`config.mk`:
```
export PLATFORM = sky130hd
export DESIGN_NAME = alu_arbiter
export DESIGN_NICKNAME = d
export VERILOG_FILES = /design/src/rtl/alu_arbiter.sv
export SDC_FILE = /design/constraint.sdc
export NUM_CORES = 1
export LEC_CHECK = 0
export ABC_CLOCK_PERIOD_IN_PS = 2750
export CELL_PAD_IN_SITES_DETAIL_PLACEMENT = 2
export CELL_PAD_IN_SITES_GLOBAL_PLACEMENT = 2
export CORE_MARGIN = 8
export CORE_UTILIZATION = 23
export DETAILED_ROUTE_END_ITERATION = 16
export PLACE_DENSITY = 0.87
export SYNTH_ARGS = -nofsm -noshare
export SYNTH_HDL_FRONTEND = slang
export SYNTH_SLANG_ARGS = --single-unit
```
`constraint.sdc`:
```
create_clock -name clk_i -period 2.75 [get_ports clk_i]
set_clock_uncertainty 0.15 [all_clocks]
set_input_delay 0.55 -clock clk_i [delete_from_list [all_inputs] [get_ports clk_i]]
set_output_delay 0.55 -clock clk_i [all_outputs]
set_load 0.01 [all_outputs]
```
`src/rtl/alu_arbiter.sv`:
```
// alu_arbiter: two-requester round-robin front end for one shared combinational ALU (req0/req1 in, shared alu_* out, rsp0/rsp1 with shared rsp_data_o/rsp_zero_o back, busy_o)
module alu_arbiter #(
  parameter int DATA_W = 32,
  parameter int CMD_W  = 7,
  parameter int ZCMD_W = 3
) (
  input  logic              clk_i,
  input  logic              rst_ni,
  input  logic              req0_valid_i,
  output logic              req0_ready_o,
  input  logic [DATA_W-1:0] req0_rs1_i,
  input  logic [DATA_W-1:0] req0_rs2_i,
  input  logic [CMD_W-1:0]  req0_alu_cmd_i,
  input  logic [ZCMD_W-1:0] req0_zero_cmd_i,
  input  logic              req1_valid_i,
  output logic              req1_ready_o,
  input  logic [DATA_W-1:0] req1_rs1_i,
  input  logic [DATA_W-1:0] req1_rs2_i,
  input  logic [CMD_W-1:0]  req1_alu_cmd_i,
  input  logic [ZCMD_W-1:0] req1_zero_cmd_i,
  output logic              rsp0_valid_o,
  input  logic              rsp0_ready_i,
  output logic              rsp1_valid_o,
  input  logic              rsp1_ready_i,
  output logic [DATA_W-1:0] rsp_data_o,
  output logic              rsp_zero_o,
  output logic [DATA_W-1:0] alu_rs1_o,
  output logic [DATA_W-1:0] alu_rs2_o,
  output logic [CMD_W-1:0]  alu_cmd_o,
  output logic [ZCMD_W-1:0] alu_zero_cmd_o,
  input  logic [DATA_W-1:0] alu_rd_data_i,
  input  logic              alu_zero_i,
  output logic              busy_o
);
  typedef enum logic [1:0] {IDLE, EXEC, RESP} state_t;
  state_t state, state_n;
  logic owner, last_owner, grant0, grant1;
  always_comb begin
    grant0 = req0_valid_i & (~req1_valid_i | last_owner);
    grant1 = req1_valid_i & (~req0_valid_i | ~last_owner);
    req0_ready_o = (state == IDLE) & grant0;
    req1_ready_o = (state == IDLE) & grant1;
    rsp0_valid_o = (state == RESP) & ~owner;
    rsp1_valid_o = (state == RESP) & owner;
    busy_o = state != IDLE;
    state_n = state == IDLE ? ((grant0 | grant1) ? EXEC : IDLE) :
              state == EXEC ? RESP :
              ((owner ? rsp1_ready_i : rsp0_ready_i) ? IDLE : RESP);
  end
  always_ff @(posedge clk_i) begin
    if (!rst_ni) begin
      state <= IDLE;
      owner <= 1'b0;
      last_owner <= 1'b1;
      alu_rs1_o <= '0;
      alu_rs2_o <= '0;
      alu_cmd_o <= '0;
      alu_zero_cmd_o <= '0;
      rsp_data_o <= '0;
      rsp_zero_o <= 1'b0;
    end else begin
      state <= state_n;
      if (req0_ready_o | req1_ready_o) begin
        owner <= req1_ready_o;
        last_owner <= req1_ready_o;
        alu_rs1_o <= req1_ready_o ? req1_rs1_i : req0_rs1_i;
        alu_rs2_o <= req1_ready_o ? req1_rs2_i : req0_rs2_i;
        alu_cmd_o <= req1_ready_o ? req1_alu_cmd_i : req0_alu_cmd_i;
        alu_zero_cmd_o <= req1_ready_o ? req1_zero_cmd_i : req0_zero_cmd_i;
      end
      if (state == EXEC) begin
        rsp_data_o <= alu_rd_data_i;
        rsp_zero_o <= alu_zero_i;
      end
    end
  end
endmodule

```
==> impl_metrics.ini, run 1 <==
[status]
outcome = finished, final reports clean

[logic_synthesis]
ys_seq_area_share_pct = 41.07
netlist_instances = 614
ys_warn_count = 0
synth_top_area_share_pct = 41.07
syn-cell-area_um2 = 5410
ys_ff_latch = 111
synth.area.top_cells = dfxtp_1, a311oi_2, a21oi_1
syn-num-nets = 801
avgSynthCellArea_um2 = 8.811
yosysTopAreaCell = dfxtp_1
yosysUniqueCellTypes = 28

[setup_path]
end_kind = primary output
worstRegToRegCells = 4
crit_path_start_kind = input pin
worstReg2RegStart = state[1]
max_stage_delay_ps = 590
regToRegSetupSlack_ps = 620
crit_fanout = 4
crit_required_ps = 2050
cp_cell_sequence = clkdlybuf4s50_1 -> buf_4 -> and3_1 -> clkdlybuf4s50_1
worstSetupPathType = in2out
crit_top_cell = clkdlybuf4s50_1
worstPathArrival_ps = 1930
crit_path_top_delay_cell = clkdlybuf4s50_1
r2r-end = alu_rs2_o[2]

[detailed_routing]
first_iter_violations = 261
vias = 6148
postRouteWirelength_mm = 26.77
dr.pass1.iters = 4
antenna_left = 0
wire_per_inst_um = 22.51
vias_per_cell = 5.171
drc_errors = 0

[sta]
drv_slew = 0
finalCritPeriodShare_pct = 95.55
setup_viol_count_final = 0
rsz0062_at_grt = no
finalSetupTns_ps = 0
max_freq_mhz = 380.6
layout_min_cycle_time_ps = 2628
hold_violations = 0
layout_setup_ws_ps = 122.5
whs_ps = 311.4
tightest_slew_ps = 866.0
max_slew_margin_pct = 42.26

[finish]
regArea_um2 = 2222
nNetsFinal = 1050
drive_gt1_share_pct = 12.56
final_common_cell = clkdlybuf4s50_1
final_cell_mix = clkdlybuf4s50_1, dfxtp_1, a21oi_1
fillCellCount = 2599
multi_input_area_um2 = 2776
stdcell_area_um2 = 8971
postLayoutCoreUtil_pct = 38.57
syn_to_final_growth_pct = 65.82

[floorplanning]
ios = 299
coreArea_um2 = 23260
die_w_um = 169.4
dieHeight_um = 169.4
dieArea_um2 = 28690
rows = 56
start_util_pct = 23.26

[flow_run]
drv_cap = 0

[grt]
grt_pass1_vias = 6750
grtUsageTotal_pct = 17.87
grt_first_pass_wirelength_mm = 40.43
grt-ovfl-total = 0
antenna_found_initial = 3
grt_start_max_net_pins = 76

[clock_network]
cts_hold_buf = 0
cts_buffer_depth = 2
cts_root_buf = clkbuf_16
cts_tree = done
cts.sinks = 111
numCtsBuffers = 9
cts_setup_buffers = 0
htreeDepth = 3
clk_pin_slew_worst_paths_ps = 90
clock_latency_ps = 350

[pwr]
power_density_nw_per_um2 = 550.2
power_leakage_nw = 2.922
peakVddDrop_mv = 0.2747

[hold_path]
holdPathEnd = rsp_data_o[2]
hold_depth = 2
hold_start = rsp_data_o[2]
hold_path.class = reg2reg

[place]
place_ws_ps = -58.54
postPlaceCellArea_um2 = 8665
port_buffers = 298
hpwl_mm = 19.01
gp_congestion = 0.7212
layer usage:
metal	track usage [%]	routed length, um
met5	0	13
met4	5.579	707
met3	5.862	1913
met2	30.97	13250
met1	20.54	10880
worst max-delay path, delay by kind of cell:
family | cells | cell delay [ps]
buffers and inverters | 3 | 1210
and+or+nand+nor | 1 | 160
metrics by stage:
stage	cells	total power, W
global placement	1171	0.003583
CTS	1187	0.005032
global route	1189	0.005202
finish	1189	0.004936
floorplan	614	0.002734
detailed placement	1171	0.003639
state kept, by name (all words and copies together), names as in the netlist:
| signal | flops |
|---|---|
| alu_cmd_o | 7 |
| alu_rs1_o | 32 |
| alu_rs2_o | 32 |
| alu_zero_cmd_o | 3 |
| last_owner | 1 |
| owner | 1 |
| rsp_data_o | 32 |
| rsp_zero_o | 1 |
| state | 2 |
cell families (layout without fill, tap and decap cells):
logic type,Yosys count,in the layout,synth area share (%)
compound gates,260,260,36.33
other cells,0,2,0
mux,1,1,0.1850
flops,111,111,41.07
buf+inv,89,343,7.771
simple gates,153,153,14.64
power by group:
group	internal, W	total (W)	switching [W]	leakage, nW
Clock	0.000646	0.00136	0.000714	0.144
Combinational	0.000827	0.00169	0.000860	1.86
Sequential	0.00179	0.00189	0.000101	0.918
Total	0.00326	0.00494	0.00167	2.92
Yosys cell counts:
cell and n:
clkbuf_1 53, mux2i_1 1, buf_4 1, nor3b_1 2
a311oi_2 60, o21a_1 1, a31oi_1 1, a21oi_1 108
a211o_1 1, dfxtp_1 111, and2_1 1, nand2b_1 2
o21ai_1 40, buf_2 18, nor2b_1 1, o221ai_1 1
buf_6 8, inv_2 2, nand4_1 74, o21ai_0 34
nand2_1 67, or2_1 1, and3_1 2, a311oi_1 14
inv_1 3, buf_1 4, nor2_1 2, nor2_4 1
final cells by class:
class / count / area share [%]
flip-flops and latches: 111 / 24.77
multi-input cells: 414 / 30.95
diodes: 2 / 0.05579
clock buffers: 9 / 2.510
repair buffers: 322 / 36.16
inverters: 5 / 0.2371
well taps: 319 / 4.449
clock inverters: 7 / 0.8647
timing repair:
action	4_1_cts	5_1_grt
gates resized for setup	1	0
endpoints found under the hold margin	0	0
endpoints found under the setup margin	1	0
worst max path at each step:
stage,start,to,slack [ps],depth (start not counted)
after CTS,req0_valid_i,req0_ready_o,120,4
after global placement,req0_valid_i,req1_ready_o,-30,4
final,req0_valid_i,req0_ready_o,120,4
after detailed placement,req0_valid_i,req1_ready_o,-60,4
after floorplan,req0_valid_i,req1_ready_o,820,3
after global routing,req0_valid_i,req0_ready_o,70,4
No activity file was read; power rests on OpenSTA's default activity.
==> run 2: changes to the inputs <==
==> config.mk (replaced) <==
export PLATFORM = sky130hd
export DESIGN_NAME = alu_arbiter
export DESIGN_NICKNAME = d
export VERILOG_FILES = /design/src/rtl/alu_arbiter.sv
export SDC_FILE = /design/constraint.sdc
export NUM_CORES = 1
export LEC_CHECK = 0
export ABC_CLOCK_PERIOD_IN_PS = 2200
export CELL_PAD_IN_SITES_DETAIL_PLACEMENT = 2
export CELL_PAD_IN_SITES_GLOBAL_PLACEMENT = 2
export CORE_MARGIN = 8
export CORE_UTILIZATION = 19
export DETAILED_ROUTE_END_ITERATION = 16
export PLACE_DENSITY = 0.77
export RECOVER_POWER = 25
export SYNTH_ARGS = -nofsm -noshare
export SYNTH_HDL_FRONTEND = slang
export SYNTH_SLANG_ARGS = --single-unit
==> constraint.sdc (replaced) <==
create_clock -name clk_i -period 2.2 [get_ports clk_i]
set_clock_uncertainty 0.15 [all_clocks]
set_input_delay 0.44 -clock clk_i [delete_from_list [all_inputs] [get_ports clk_i]]
set_output_delay 0.44 -clock clk_i [all_outputs]
set_load 0.01 [all_outputs]
==> run 2 against run 1 <==
Against the previous run:
- final cell count rose by 5.5%
- clock-buffer cell count unchanged
- routed wire length grew 2.1%
- hold slack lost 2.4 ps
- first-iteration DRC count decreased by 20%
- critical path type unchanged
- critical endpoint is now req1_ready_o
- largest cell class unchanged
- largest power group unchanged
- highest routed layer is now met4
==> impl_metrics.ini, run 2 (synthesis results as in run 1) <==
[finish]
fillCellCount = 3114
final_cell_mix = clkdlybuf4s50_1, dfxtp_1, a21oi_1
nNetsFinal = 1056
reg_top3 = alu_rs1_o: 32 flops, alu_rs2_o: 32 flops, rsp_data_o: 32 flops
syn_to_final_growth_pct = 69.80
drive_gt1_share_pct = 13.50
final_common_cell = clkdlybuf4s50_1

[setup_path]
end_kind = primary output
crit_fanout = 2
r2r-end = alu_cmd_o[2]
crit_path_top_delay_cell = clkdlybuf4s50_1
max_stage_delay_ps = 430
regToRegSetupSlack_ps = 190
worstRegToRegCells = 6
crit_required_ps = 1610
worstSetupPathType = in2out
worstPathArrival_ps = 1540
cp_cell_sequence = clkdlybuf4s50_1 -> a211o_2 -> nor2_2 -> clkdlybuf4s15_2
worstReg2RegStart = state[0]
crit_path_start_kind = input pin

[sta]
finalCritPeriodShare_pct = 96.80
hold_violations = 0
max_slew_margin_pct = 51.15
max_freq_mhz = 469.5
rsz0062_at_grt = no
finalSetupTns_ps = 0
whs_ps = 308.9
drv_slew = 0
setup_viol_count_final = 0
layout_min_cycle_time_ps = 2130
tightest_slew_ps = 732.8

[grt]
grt_pass1_vias = 6711
grt-ovfl-total = 0
grt_first_pass_wirelength_mm = 41.09
grt_start_max_net_pins = 81
grtUsageTotal_pct = 15.39
antenna_found_initial = 2

[clock_network]
clock_latency_ps = 360
cts_hold_buf = 0
cts.sinks = 111
cts_buffer_depth = 2
cts_root_buf = clkbuf_16
clk_pin_slew_worst_paths_ps = 100
cts_tree = done
htreeDepth = 3
numCtsBuffers = 9

[detailed_routing]
dr.pass1.iters = 4
drc_errors = 0
postRouteWirelength_mm = 27.33
vias_per_cell = 4.792
first_iter_violations = 208
vias = 6009
wire_per_inst_um = 21.79
antenna_left = 0

[hold_path]
hold_depth = 2
hold_path.class = reg2reg
holdPathEnd = rsp_data_o[11]
hold_start = rsp_data_o[11]

[status]
outcome = finished, final reports clean

[place]
port_buffers = 298
gp_congestion = 0.7279
hpwl_mm = 19.32

[flow_run]
drv_cap = 0

[floorplanning]
die_w_um = 184.7
coreArea_um2 = 27930
rows = 61
ios = 299
dieArea_um2 = 34130
start_util_pct = 19.37
dieHeight_um = 184.7

[pwr]
power_leakage_nw = 3.002
peakVddDrop_mv = 0.3094
power_density_nw_per_um2 = 683.9
power_w = 0.006283
[run 2: cell count changes in the layout (fill, tap and decap cells not counted), sizes merged]
cell,delta
inv,+1
dlygate4sd2,+2
clkbuf,+1
buf,+5
clkdlybuf4s15,+1
clkdlybuf4s50,-3
clkinvlp,-1
[run 2: power breakdown]
| group | switching, W | leakage [nW] | internal [W] |
|---|---|---|---|
| clock network | 0.000934 | 0.151 | 0.000821 |
| logic | 0.00109 | 1.93 | 0.00108 |
| registers | 0.000125 | 0.918 | 0.00223 |
[run 2: per-stage QoR]
step	std cells	instance area (um^2)	setup slack (ps)	utilization, %
global placement	1235	8864	-285.1	31.73
floorplan	614	5410	485.1	-
finish	1254	9186	70.29	32.89
global route	1254	9186	1.665	32.89
detailed placement	1235	8864	-300.3	31.73
CTS	1252	9181	12.69	32.87
[run 2: how the worst max path moves through the flow]
| stage | startpoint | to | slack [ps] | cells after the start |
|---|---|---|---|---|
| after global routing | state[0] | busy_o | 2 | 3 |
| after CTS | req0_valid_i | req1_ready_o | 10 | 4 |
| final | req0_valid_i | req1_ready_o | 70 | 4 |
| after global placement | req0_valid_i | req1_ready_o | -290 | 4 |
| after detailed placement | req0_valid_i | req1_ready_o | -300 | 4 |
| after floorplan | req0_valid_i | req1_ready_o | 490 | 3 |
[run 2: worst max-delay path, delay by kind of cell]
family	cells	cell delay, ps
simple gates	1	110
compound gates	1	330
buf+inv	2	660
[run 2: layout make-up]
class                   instances  area, um^2  area share (%)
inverters                       5       21.27          0.2315
diodes                          2       5.005         0.05448
well taps                     378       473.0           5.148
clock buffers                   9       225.2           2.452
flip-flops and latches        111        2223           24.20
repair buffers                328        3373           36.72
multi-input cells             414        2779           30.25
clock inverters                 7       86.33          0.9398
[run 2: what timing repair did]
| action | CTS | global route |
|---|---|---|
| pin swaps | 1 | 1 |
| buffers inserted | 1 | 0 |
| resized for setup | 7 | 1 |
| endpoints found under the setup margin | 5 | 1 |
[run 2: per-layer routing]
metal	GRT usage, %	share of wire, %	vias to the layer above
met4	3.841	1.5	0
li1	-	-	2853
met1	18.21	42	2950
met3	5.178	7.4	17
met5	0	0	-
met2	26.39	50	189
